==> src/rtl/video_pattern_acc.sv <==
// -----------------------------------------------------------------------------
// video_pattern_acc
// Expected-value generator for one colour channel of the ramp pattern.
// The pixel that opens a frame expects the seed; every following accepted
// pixel expects the previous value plus a two's-complement step, wrapping
// modulo 2^COMP_W.
// Ports:
//   clk, rst_n  : clock, asynchronous active-low reset
//   clear       : synchronous clear of the accumulator (highest priority)
//   load        : current beat opens a frame, expected = seed
//   advance     : current beat is compared, accumulator moves one step
//   seed, step  : per-channel seed and signed increment
//   expected    : value the current beat must carry on this channel
// -----------------------------------------------------------------------------
module video_pattern_acc #(
   parameter int COMP_W = 8
) (
   input  logic              clk,
   input  logic              rst_n,
   input  logic              clear,
   input  logic              load,
   input  logic              advance,
   input  logic [COMP_W-1:0] seed,
   input  logic [COMP_W-1:0] step,
   output logic [COMP_W-1:0] expected
);

   logic signed [COMP_W-1:0] acc;
   logic signed [COMP_W-1:0] base;
   logic signed [COMP_W-1:0] incr;

   assign base     = load ? signed'(seed) : acc;
   assign incr     = signed'(step);
   assign expected = base;

   // Same-width signed add: overflow simply wraps, which is the intended ramp.
   always_ff @(posedge clk or negedge rst_n) begin
      if (!rst_n) begin
         acc <= '0;
      end else if (clear) begin
         acc <= '0;
      end else if (load || advance) begin
         acc <= base + incr;
      end
   end

endmodule

==> config.mk <==
export PLATFORM = sky130hd
export DESIGN_NAME = video_pattern_acc
export DESIGN_NICKNAME = d
export VERILOG_FILES = /design/src/rtl/video_pattern_acc.sv
export SDC_FILE = /design/constraint.sdc
export NUM_CORES = 1
export LEC_CHECK = 0
export ABC_AREA = 1
export BUFFER_PORTS_ARGS = -buffer_cell sky130_fd_sc_hd__buf_2
export CAP_MARGIN = 0
export CORE_MARGIN = 3
export CORE_UTILIZATION = 26
export CTS_CLUSTER_DIAMETER = 50
export DETAILED_ROUTE_END_ITERATION = 16
export GPL_TIMING_DRIVEN = 0
export PLACE_DENSITY = 0.57
export SLEW_MARGIN = 30
export SYNTH_ARGS = -nofsm -noshare
export SYNTH_HDL_FRONTEND = slang
export SYNTH_SLANG_ARGS = --single-unit
==> constraint.sdc <==
create_clock -name clk -period 2 [get_ports clk]
set_input_delay 0.4 -clock clk [delete_from_list [all_inputs] [get_ports clk]]
set_output_delay 0.4 -clock clk [all_outputs]
set_load 0.03 [all_outputs]
==> run_results.csv, run 1 <==
group,metric,value,unit
status,run_status,"completed",
detailed_routing,vias,822,
floorplanning,initial_core_util,0.285,
synthesis,synth_compound_area_frac,0.0831,
clock_network,clkTransAtPathRegs,50,ps
floorplanning,rows,18,
place,io_buffers,28,
power,fin_total_pwr,571,uW
timing,fin_ws,158,ps
setup_path,arrival,1980,ps
clock_network,cts_tree,"yes",
timing,worstMarginPinSlew,215,ps
floorplanning,dieArea,3510,um^2
timing,slew_violations,0,
timing,clock_skew,0.742,ps
power,powerDensity,592,nW/um^2
layout,final_util,0.372,
clock_network,clock_latency,250,ps
grt,grt_start_max_net_pins,11,
place,gp_congestion,0.736,
layout,diodes,0,
place,post-dp-hpwl,1560,um
setup_path,rrSetupSlack,300,ps
setup_path,worst_setup_path_end_kind,"flip-flop",
synthesis,synthMuxAreaShare,0,
timing,fmax,543,MHz
setup_path,path_cells,"buf_2 -> clkbuf_4 -> nand2_1 -> o21ai_2 -> ha_1 -> fa_2 -> nand3_1 -> nand2_1 -> or2_0 -> nand3_1 -> nand2_1",
setup_path,crit-reg2reg-launch,"acc[0]$_DFFE_PN0P_",
detailed_routing,drc,0,
setup_path,worst-path-stages,11,
grt,grt-ovfl-total,0,
setup_path,worstPathRequired,2140,ps
clock_network,cts_buffer_depth,2,
setup_path,crit_slowest_cell,"fa_2",
synthesis,synth-simple-area-share,0.397,
setup_path,crit_top_cell,"nand2_1",
layout,final_net_count,182,
grt,grt_pass1_wl,3330,um
layout,drive_gt1_frac,0.265,
layout,top_regs,"acc: 8 flops",
floorplanning,die_h,59.3,um
synthesis,ys_seq_area_frac,0.271,
grt,antenna_found_initial,0,
timing,fin_crit_sh,0.921,
floorplanning,die_w,59.3,um
setup_path,cpPeakStageDelay,370,ps
synthesis,postSynthCellCount,119,
synthesis,ys_warn_count,0,
detailed_routing,vias_per_cell,4.54,
timing,relSlewSlack,0.857,
clock_network,h-tree-depth,1,
grt,grt_pass1_vias,831,
setup_path,path_max_fanout,10,
place,place_ws,-208,ps
clock_network,post-cts-setup-buffer-count,0,
flow_run,max_cap_violations,0,
detailed_routing,drtIter0Drc,19,
detailed_routing,firstDrtPassIters,5,
timing,rsz0062_at_grt,"false",
layout,largest_register_ffs,8,
power,max-vdd-ir-drop,0.418,mV
worst_hold_path,min_to,"acc[0]$_DFFE_PN0P_",
detailed_routing,wl,1840,um
setup_path,critPathTopFamily,"simple AND/OR/NAND/NOR gates",
synthesis,synth_top_family_by_area,"simple AND/OR/NAND/NOR gates",
worst_hold_path,min_path_type,"in -> reg",
setup_path,r2r_end,"acc[4]$_DFFE_PN0P_",
timing,final_hold_viol_count,0,
synthesis,synth.avg_cell_area,6.20,um^2
clock_network,cts_made_buffers,3,
timing,finalSetupViolations,0,
detailed_routing,ant_nets,0,
synthesis,synth-seq-cells,8,
setup_path,cp-start-kind,"input port",
worst_hold_path,hold-path-cell-count,4,
clock_network,ctsRootBufferMaster,"clkbuf_4",
setup_path,path_buf_inv,2,
layout,area_growth,30.7,%
setup_path,crit_type,"in -> reg",
detailed_routing,wl_per_cell,10.2,um
timing,layout_min_cycle_time,1840,ps
synthesis,synthXorXnorAreaFrac,0,
layout,finalNonFillerCells,181,
floorplanning,ios,29,
clock_network,cts_num_sinks,8,
floorplanning,core-area,2590,um^2
layout,top_register,"acc",
synthesis,synth_cell_types,16,
setup_path,reg2reg_depth,9,
synthesis,synthAdderAreaFrac,0.146,
worst_hold_path,hp-start,"step[0]",
synthesis,syn-num-nets,148,
power,p_leak,0.598,nW
grt,track_usage,0.124,
place,dp_cells,177,
synthesis,syn_area,738,um^2
## worst max path at each step
stage	start	slack (ps)	endpoint
6_report	load	160	acc[4]$_DFFE_PN0P_
5_1_grt	load	30	acc[6]$_DFFE_PN0P_
4_1_cts	load	60	acc[4]$_DFFE_PN0P_
3_5_place_dp	load	-210	acc[4]$_DFFE_PN0P_
3_3_place_gp	load	-170	acc[4]$_DFFE_PN0P_
2_1_floorplan	load	30	acc[4]$_DFFE_PN0P_
## synth_stat cells, drive strengths merged
cell type	count	area [um^2]
nand2	55	206
inv	19	71.3
nand3	11	55.1
dfrtp	8	200
ha	7	87.6
o21ai	7	35.0
a21oi	4	20.0
nor2	4	25.0
buf	1	5.00
fa	1	20.0
o22ai	1	6.26
or2	1	6.26
## cell families after synthesis
kind of cell               after synthesis
and+or+nand+nor                         71
DFF                                      8
buffers and inverters                   20
adders and majority gates                8
AOI/OAI and AO/OA                       12
## per-layer routing
metal / wire [um] / vias up / GRT usage
met2: 866 / 28 / 0.220
met5: 0 / - / 0
met3: 142 / 0 / 0.0501
met4: 0 / 0 / 0.0194
li1: - / 436 / -
met1: 835 / 358 / 0.142
## through the flow
| step | setup TNS [ps] | cell area [um^2] | hold slack, ps |
|---|---|---|---|
| final | 0 | 965 | 483 |
| after global routing | 0 | 965 | 487 |
| after CTS | 0 | 960 | 478 |
| after detailed placement | -392 | 927 | 252 |
| after global placement | -315 | 927 | 250 |
| after floorplan | 0 | 749 | 104 |
## cell usage in the layout, fill, tap and decap left out
cell / instances
inv_1: 17
clkbuf_4: 4
nand3_1: 11
o21ai_2: 3
dfrtp_1: 8
o22ai_1: 1
or2_0: 1
inv_2: 2
nand2_1: 55
buf_2: 28
o21ai_0: 2
nor2_2: 1
ha_1: 7
nor2_1: 2
nor2_4: 1
o21ai_1: 2
a21oi_1: 4
fa_2: 1
dlygate4sd3_1: 1
## tightest hold or removal path: cells and delay by family
| family | cells | cell delay (ps) |
|---|---|---|
| buf+inv | 1 | 80 |
| fa+ha+maj | 1 | 120 |
| compound gates | 1 | 60 |
| simple gates | 1 | 40 |
## where the power goes
group          internal [mW]  leakage, nW  switching (mW)
Clock                 0.0684       0.0138          0.0508
Combinational         0.0949        0.480           0.163
Sequential             0.184        0.104          0.0104
## timing repair
action | in CTS | in global routing
hold endpoints to repair | 8 | 0
hold buffers | 1 | 0
endpoints found under the setup margin | 0 | 2
gates resized for setup | 0 | 2
## final cells by class
class / instances / area (um^2)
clock buffer: 3 / 22.5
multi-input combinational: 91 / 475
sequential: 8 / 200
buffer: 1 / 7.51
timing repair buffer: 29 / 150
fill: 289 / 1630
tap: 30 / 37.5
inverter: 19 / 71.3
Note: power is estimated with default switching activity, not from simulation.
==> inputs of run 2 (changes only) <==
SETUP_SLACK_MARGIN = 0.5   (was unset)
==> run 2 against run 1 <==
- final area increased by 31%
- die area unchanged
- combinational power increased by 44%
- clock skew increased by 2.0 ps
- non-clock buffer count increased by 8
- utilization increased by 12 points
- total power increased by 21%
- fmax increased by 13%
- sequential share of layout area decreased by 5.0 points
- highest routed layer unchanged
- count of clock-buffer cells in the layout unchanged
- worst hold slack improved by 1.4 ps
==> run_results.csv, run 2 (synthesis gave the netlist of run 1 again) <==
group,metric,value,unit
grt,grt_start_max_net_pins,9,
place,io_buffers,28,
timing,slew_violations,0,
place,place_ws,5.68,ps
timing,finalSetupViolations,0,
clock_network,cts_num_sinks,8,
detailed_routing,vias_per_cell,4.57,
floorplanning,dieArea,3510,um^2
timing,fin_ws,368,ps
power,powerDensity,544,nW/um^2
floorplanning,die_h,59.3,um
layout,top_regs,"acc: 8 flops",
layout,drive_gt1_frac,0.447,
layout,diodes,0,
layout,final_area,1270,um^2
detailed_routing,ant_nets,0,
layout,finalNonFillerCells,189,
clock_network,ctsRootBufferMaster,"clkbuf_4",
grt,track_usage,0.120,
floorplanning,core-area,2590,um^2
detailed_routing,vias,864,
layout,layout_common_cells,"nand2_1, buf_2, inv_1",
setup_path,worstPathRequired,2140,ps
setup_path,cp-start-kind,"input port",
detailed_routing,drc,0,
timing,fin_crit_sh,0.816,
timing,clock_skew,2.77,ps
clock_network,clkTransAtPathRegs,60,ps
setup_path,crit_slowest_cell,"fa_2",
clock_network,cts_tree,"yes",
detailed_routing,drtIter0Drc,5,
timing,tns,0,ps
clock_network,clock_latency,250,ps
setup_path,path_cells,"buf_8 -> buf_12 -> buf_12 -> nand2_2 -> o21ai_4 -> fa_2 -> nand3_2 -> nand2_2 -> or2_0 -> nand3_1 -> nand2_1",
status,run_status,"completed",
timing,fmax,613,MHz
timing,rsz0062_at_grt,"true",
layout,final_util,0.489,
timing,relSlewSlack,0.850,
detailed_routing,wl,1990,um
power,fin_total_pwr,689,uW
setup_path,arrival,1770,ps
detailed_routing,wl_per_cell,10.5,um
detailed_routing,firstDrtPassIters,4,
grt,grt_pass1_wl,3240,um
layout,final_net_count,190,
layout,area_growth,71.7,%
layout,top_register,"acc",
timing,final_hold_viol_count,0,
worst_hold_path,min_path_type,"reg -> reg",
place,dp_cells,177,
worst_hold_path,hp-start,"acc[3]$_DFFE_PN0P_",
timing,fin_hold_ws,485,ps
grt,grt-ovfl-total,0,
setup_path,worst_setup_path_end_kind,"flip-flop",
setup_path,cpPeakStageDelay,380,ps
timing,worstMarginPinSlew,225,ps
place,dpl_cell_area,1040,um^2
grt,antenna_found_initial,0,
power,max-vdd-ir-drop,0.348,mV
floorplanning,die_w,59.3,um
layout,final_common_cell,"nand2_1",
place,post-dp-hpwl,1550,um
clock_network,cts_made_buffers,3,
flow_run,max_cap_violations,0,
clock_network,h-tree-depth,1,
setup_path,path_max_fanout,5,
floorplanning,initial_core_util,0.285,
power,p_leak,0.678,nW
place,gp_congestion,0.733,
setup_path,critPathLaunch,"load",
layout,largest_register_ffs,8,
floorplanning,rows,18,
setup_path,crit_type,"in -> reg",
grt,grt_pass1_vias,785,
floorplanning,ios,29,
setup_path,crit-reg2reg-launch,"acc[0]$_DFFE_PN0P_",
timing,layout_min_cycle_time,1630,ps
clock_network,cts_buffer_depth,2,
[run 2: changes by cell type in the layout (fill, tap and decap cells not counted), moves of 3 or more]
cell     delta
buf_2       -7
buf_4       +5
buf_6       +8
ha_1        -6
ha_4        +6
nand2_1    -11
nand2_2     +8
nand2_4     +3
o21ai_4     +3
[run 2: what timing repair did]
action	CTS	global route
setup endpoints to repair	6	11
gates resized for setup	13	23
pin swaps	9	12
hold buffers	1	0
setup buffers	3	5
endpoints found under the hold margin	8	0
[run 2: layout make-up]
type                       count  area, um^2
fill                         262        1320
inverter                      19        71.3
sequential                     8         200
tap                           30        37.5
clock buffer                   3        22.5
timing repair buffer          37         278
buffer                         1        20.0
multi-input combinational     91         638
[run 2: worst max-delay path: cells and delay by family]
family / cells / cell delay [ps]
compound gates: 1 / 70
fa+ha+maj: 1 / 380
buf+inv: 3 / 370
simple gates: 6 / 550
[run 2: worst paths after layout]
kind | to | slack [ps] | cells past startpoint
max in group asynchronous | acc[2]$_DFFE_PN0P_ | 1320 | 2
min | acc[3]$_DFFE_PN0P_ | 480 | 2
max reg2reg | acc[4]$_DFFE_PN0P_ | 380 | 9
min in group asynchronous | acc[7]$_DFFE_PN0P_ | 520 | 2
max | acc[4]$_DFFE_PN0P_ | 370 | 11
min reg2reg | acc[3]$_DFFE_PN0P_ | 480 | 2
[run 2: per-layer routing]
layer  track usage  up-vias  share of wire
met4       0.00971        0              0
met2         0.209       19           0.50
met5             0        -              0
met1         0.150      394           0.45
li1              -      451              -
met3        0.0392        0          0.047
[run 2: power breakdown]
| group | leakage (nW) | total, mW | switching (mW) | internal, mW |
|---|---|---|---|---|
| Sequential | 0.104 | 0.194 | 0.0103 | 0.184 |
| Combinational | 0.560 | 0.372 | 0.200 | 0.172 |
| Clock | 0.0138 | 0.123 | 0.0545 | 0.0687 |
==> inputs of run 3 (changes only) <==
PLACE_DENSITY = 0.59   (was 0.57)
clock period = 1.34 ns   (was 2 ns; I/O delays follow)
==> run 3 against run 2 <==
- the run now ends with negative setup slack left
- via count up 0.35%
- sequential cell count unchanged
- clock power up 49%
- sequential share of layout area down 1.0 points
- global-route usage up 0.77 points
- critical path depth down 2
- clock skew up 2.6 ps
- largest cell class unchanged
- largest power group unchanged
- highest routed layer unchanged
==> run_results.csv, run 3 (synthesis gave the netlist of run 1 again) <==
group,metric,value,unit
status,run_status,"complete, but fails checks",
status,violations,"negative setup slack",
place,place_ws,-510,ps
layout,largest_register_ffs,8,
detailed_routing,firstDrtPassIters,4,
place,io_buffers,28,
place,post-dp-hpwl,1560,um
grt,grt_pass1_vias,826,
grt,grt.met2_usage,0.226,
grt,grt_use_met3,0.0458,
worst_hold_path,min_path_type,"in -> reg",
timing,fin_crit_sh,1.18,
layout,top_register,"acc",
setup_path,worst_setup_path_end_kind,"flip-flop",
timing,rsz0062_at_grt,"true",
detailed_routing,wl,2030,um
floorplanning,dieArea,3510,um^2
floorplanning,ios,29,
place,gp_congestion,0.827,
layout,final_util,0.523,
timing,worstMarginPinSlew,228,ps
setup_path,cp-start-kind,"flip-flop",
layout,final_common_cell,"nand2_1",
grt,grt_pass1_wl,3420,um
setup_path,cpPeakStageDelay,370,ps
power,powerDensity,800,nW/um^2
layout,final_net_count,194,
layout,layout_common_cells,"nand2_1, buf_2, inv_1",
timing,fmax,634,MHz
floorplanning,core-area,2590,um^2
timing,clock_skew,5.35,ps
detailed_routing,vias_per_cell,4.49,
floorplanning,rows,18,
power,p_leak,0.720,nW
clock_network,ctsRootBufferMaster,"clkbuf_4",
setup_path,crit_slowest_cell,"dfrtp_1",
grt,antenna_found_initial,0,
detailed_routing,vias,867,
timing,finalSetupViolations,8,
floorplanning,die_w,59.3,um
setup_path,path_max_fanout,3,
clock_network,h-tree-depth,1,
clock_network,cts_tree,"yes",
layout,drive_gt1_frac,0.534,
floorplanning,die_h,59.3,um
timing,final_hold_viol_count,0,
layout,diodes,0,
clock_network,cts_num_sinks,8,
clock_network,clock_latency,250,ps
power,max-vdd-ir-drop,0.629,mV
floorplanning,initial_core_util,0.285,
setup_path,path_cells,"inv_2 -> o21ai_4 -> ha_4 -> fa_2 -> nand3_2 -> nand2_2 -> or2_0 -> nand3_1 -> nand2_1",
grt,track_usage,0.128,
place,dp_cells,177,
timing,relSlewSlack,0.848,
power,fin_total_pwr,1.08,mW
timing,tns,-942,ps
layout,finalNonFillerCells,193,
clock_network,clkTransAtPathRegs,60,ps
timing,layout_min_cycle_time,1580,ps
flow_run,max_cap_violations,0,
grt,grt_start_max_net_pins,9,
setup_path,worstPathRequired,1480,ps
detailed_routing,drtIter0Drc,17,
grt,use_met1,0.154,
setup_path,crit_type,"reg -> reg",
timing,fin_ws,-238,ps
detailed_routing,wl_per_cell,10.5,um
timing,slew_violations,0,
grt,grt-ovfl-total,0,
clock_network,cts_made_buffers,3,
setup_path,arrival,1720,ps
layout,area_growth,83.4,%
detailed_routing,drc,0,
layout,top_regs,"acc: 8 flops",
detailed_routing,ant_nets,0,
clock_network,cts_buffer_depth,2,
grt,top_usage_layer,"met2",
==> run 3: cell count changes in the layout (fill, tap and decap cells not counted), moves of 2 or more <==
cell,change
inv_2,+2
buf_6,+3
nand2_4,+7
buf_4,+5
buf_2,-2
nand2_1,-9
nand2_2,+2
inv_1,-2
==> run 3: power by group <==
part / total (mW) / leakage, nW / switching [mW] / internal, mW
Combinational: 0.609 / 0.602 / 0.320 / 0.289
Sequential: 0.292 / 0.104 / 0.0177 / 0.274
Clock: 0.183 / 0.0138 / 0.0802 / 0.102
Total: 1.08 / 0.720 / 0.418 / 0.665
==> run 3: cell type report <==
class / count / area, um^2
buffer: 1 / 20.0
clock buffer: 3 / 22.5
fill: 248 / 1240
inverter: 19 / 71.3
multi-input combinational: 91 / 698
sequential: 8 / 200
tap: 30 / 37.5
timing repair buffer: 41 / 304
==> run 3: worst paths after layout <==
kind                       cells after the start                  to  slack [ps]               start
min in group asynchronous                      2  acc[5]$_DFFE_PN0P_         390               rst_n
hold / removal                                 4  acc[1]$_DFFE_PN0P_         340               clear
max in group asynchronous                      2  acc[7]$_DFFE_PN0P_         770               rst_n
hold reg to reg                                2  acc[4]$_DFFE_PN0P_         500  acc[4]$_DFFE_PN0P_
setup reg to reg                               9  acc[4]$_DFFE_PN0P_        -240  acc[0]$_DFFE_PN0P_
setup / recovery                               9  acc[4]$_DFFE_PN0P_        -240  acc[0]$_DFFE_PN0P_
==> run 3: repair_timing <==
item	in CTS	in global routing
hold buffers	1	0
endpoints found under the hold margin	8	0
pin swaps	11	13
gates resized for setup	40	7
endpoints found under the setup margin	16	16
buffers inserted	8	4
==> run 3: stage by stage <==
step | hold slack [ps] | instance area [um^2]
after detailed placement | 124 | 1080
after floorplan | -27.6 | 903
final | 344 | 1350
after global routing | 343 | 1350
after CTS | 347 | 1300
after global placement | 126 | 1080
==> run 3: metal layers <==
| metal | routed length (um) | vias to the layer above |
|---|---|---|
| met4 | 0 | 0 |
| met2 | 1090 | 14 |
| met5 | 0 | - |
| met3 | 81 | 0 |
| li1 | - | 459 |
| met1 | 857 | 394 |
==> run 3: worst max-delay path: cells and delay by family (launching register included) <==
family,cells,cell delay (ps)
adders and majority gates,2,510
and+or+nand+nor,5,450
DFF,1,370
buffers and inverters,1,70
AOI/OAI and AO/OA,1,60
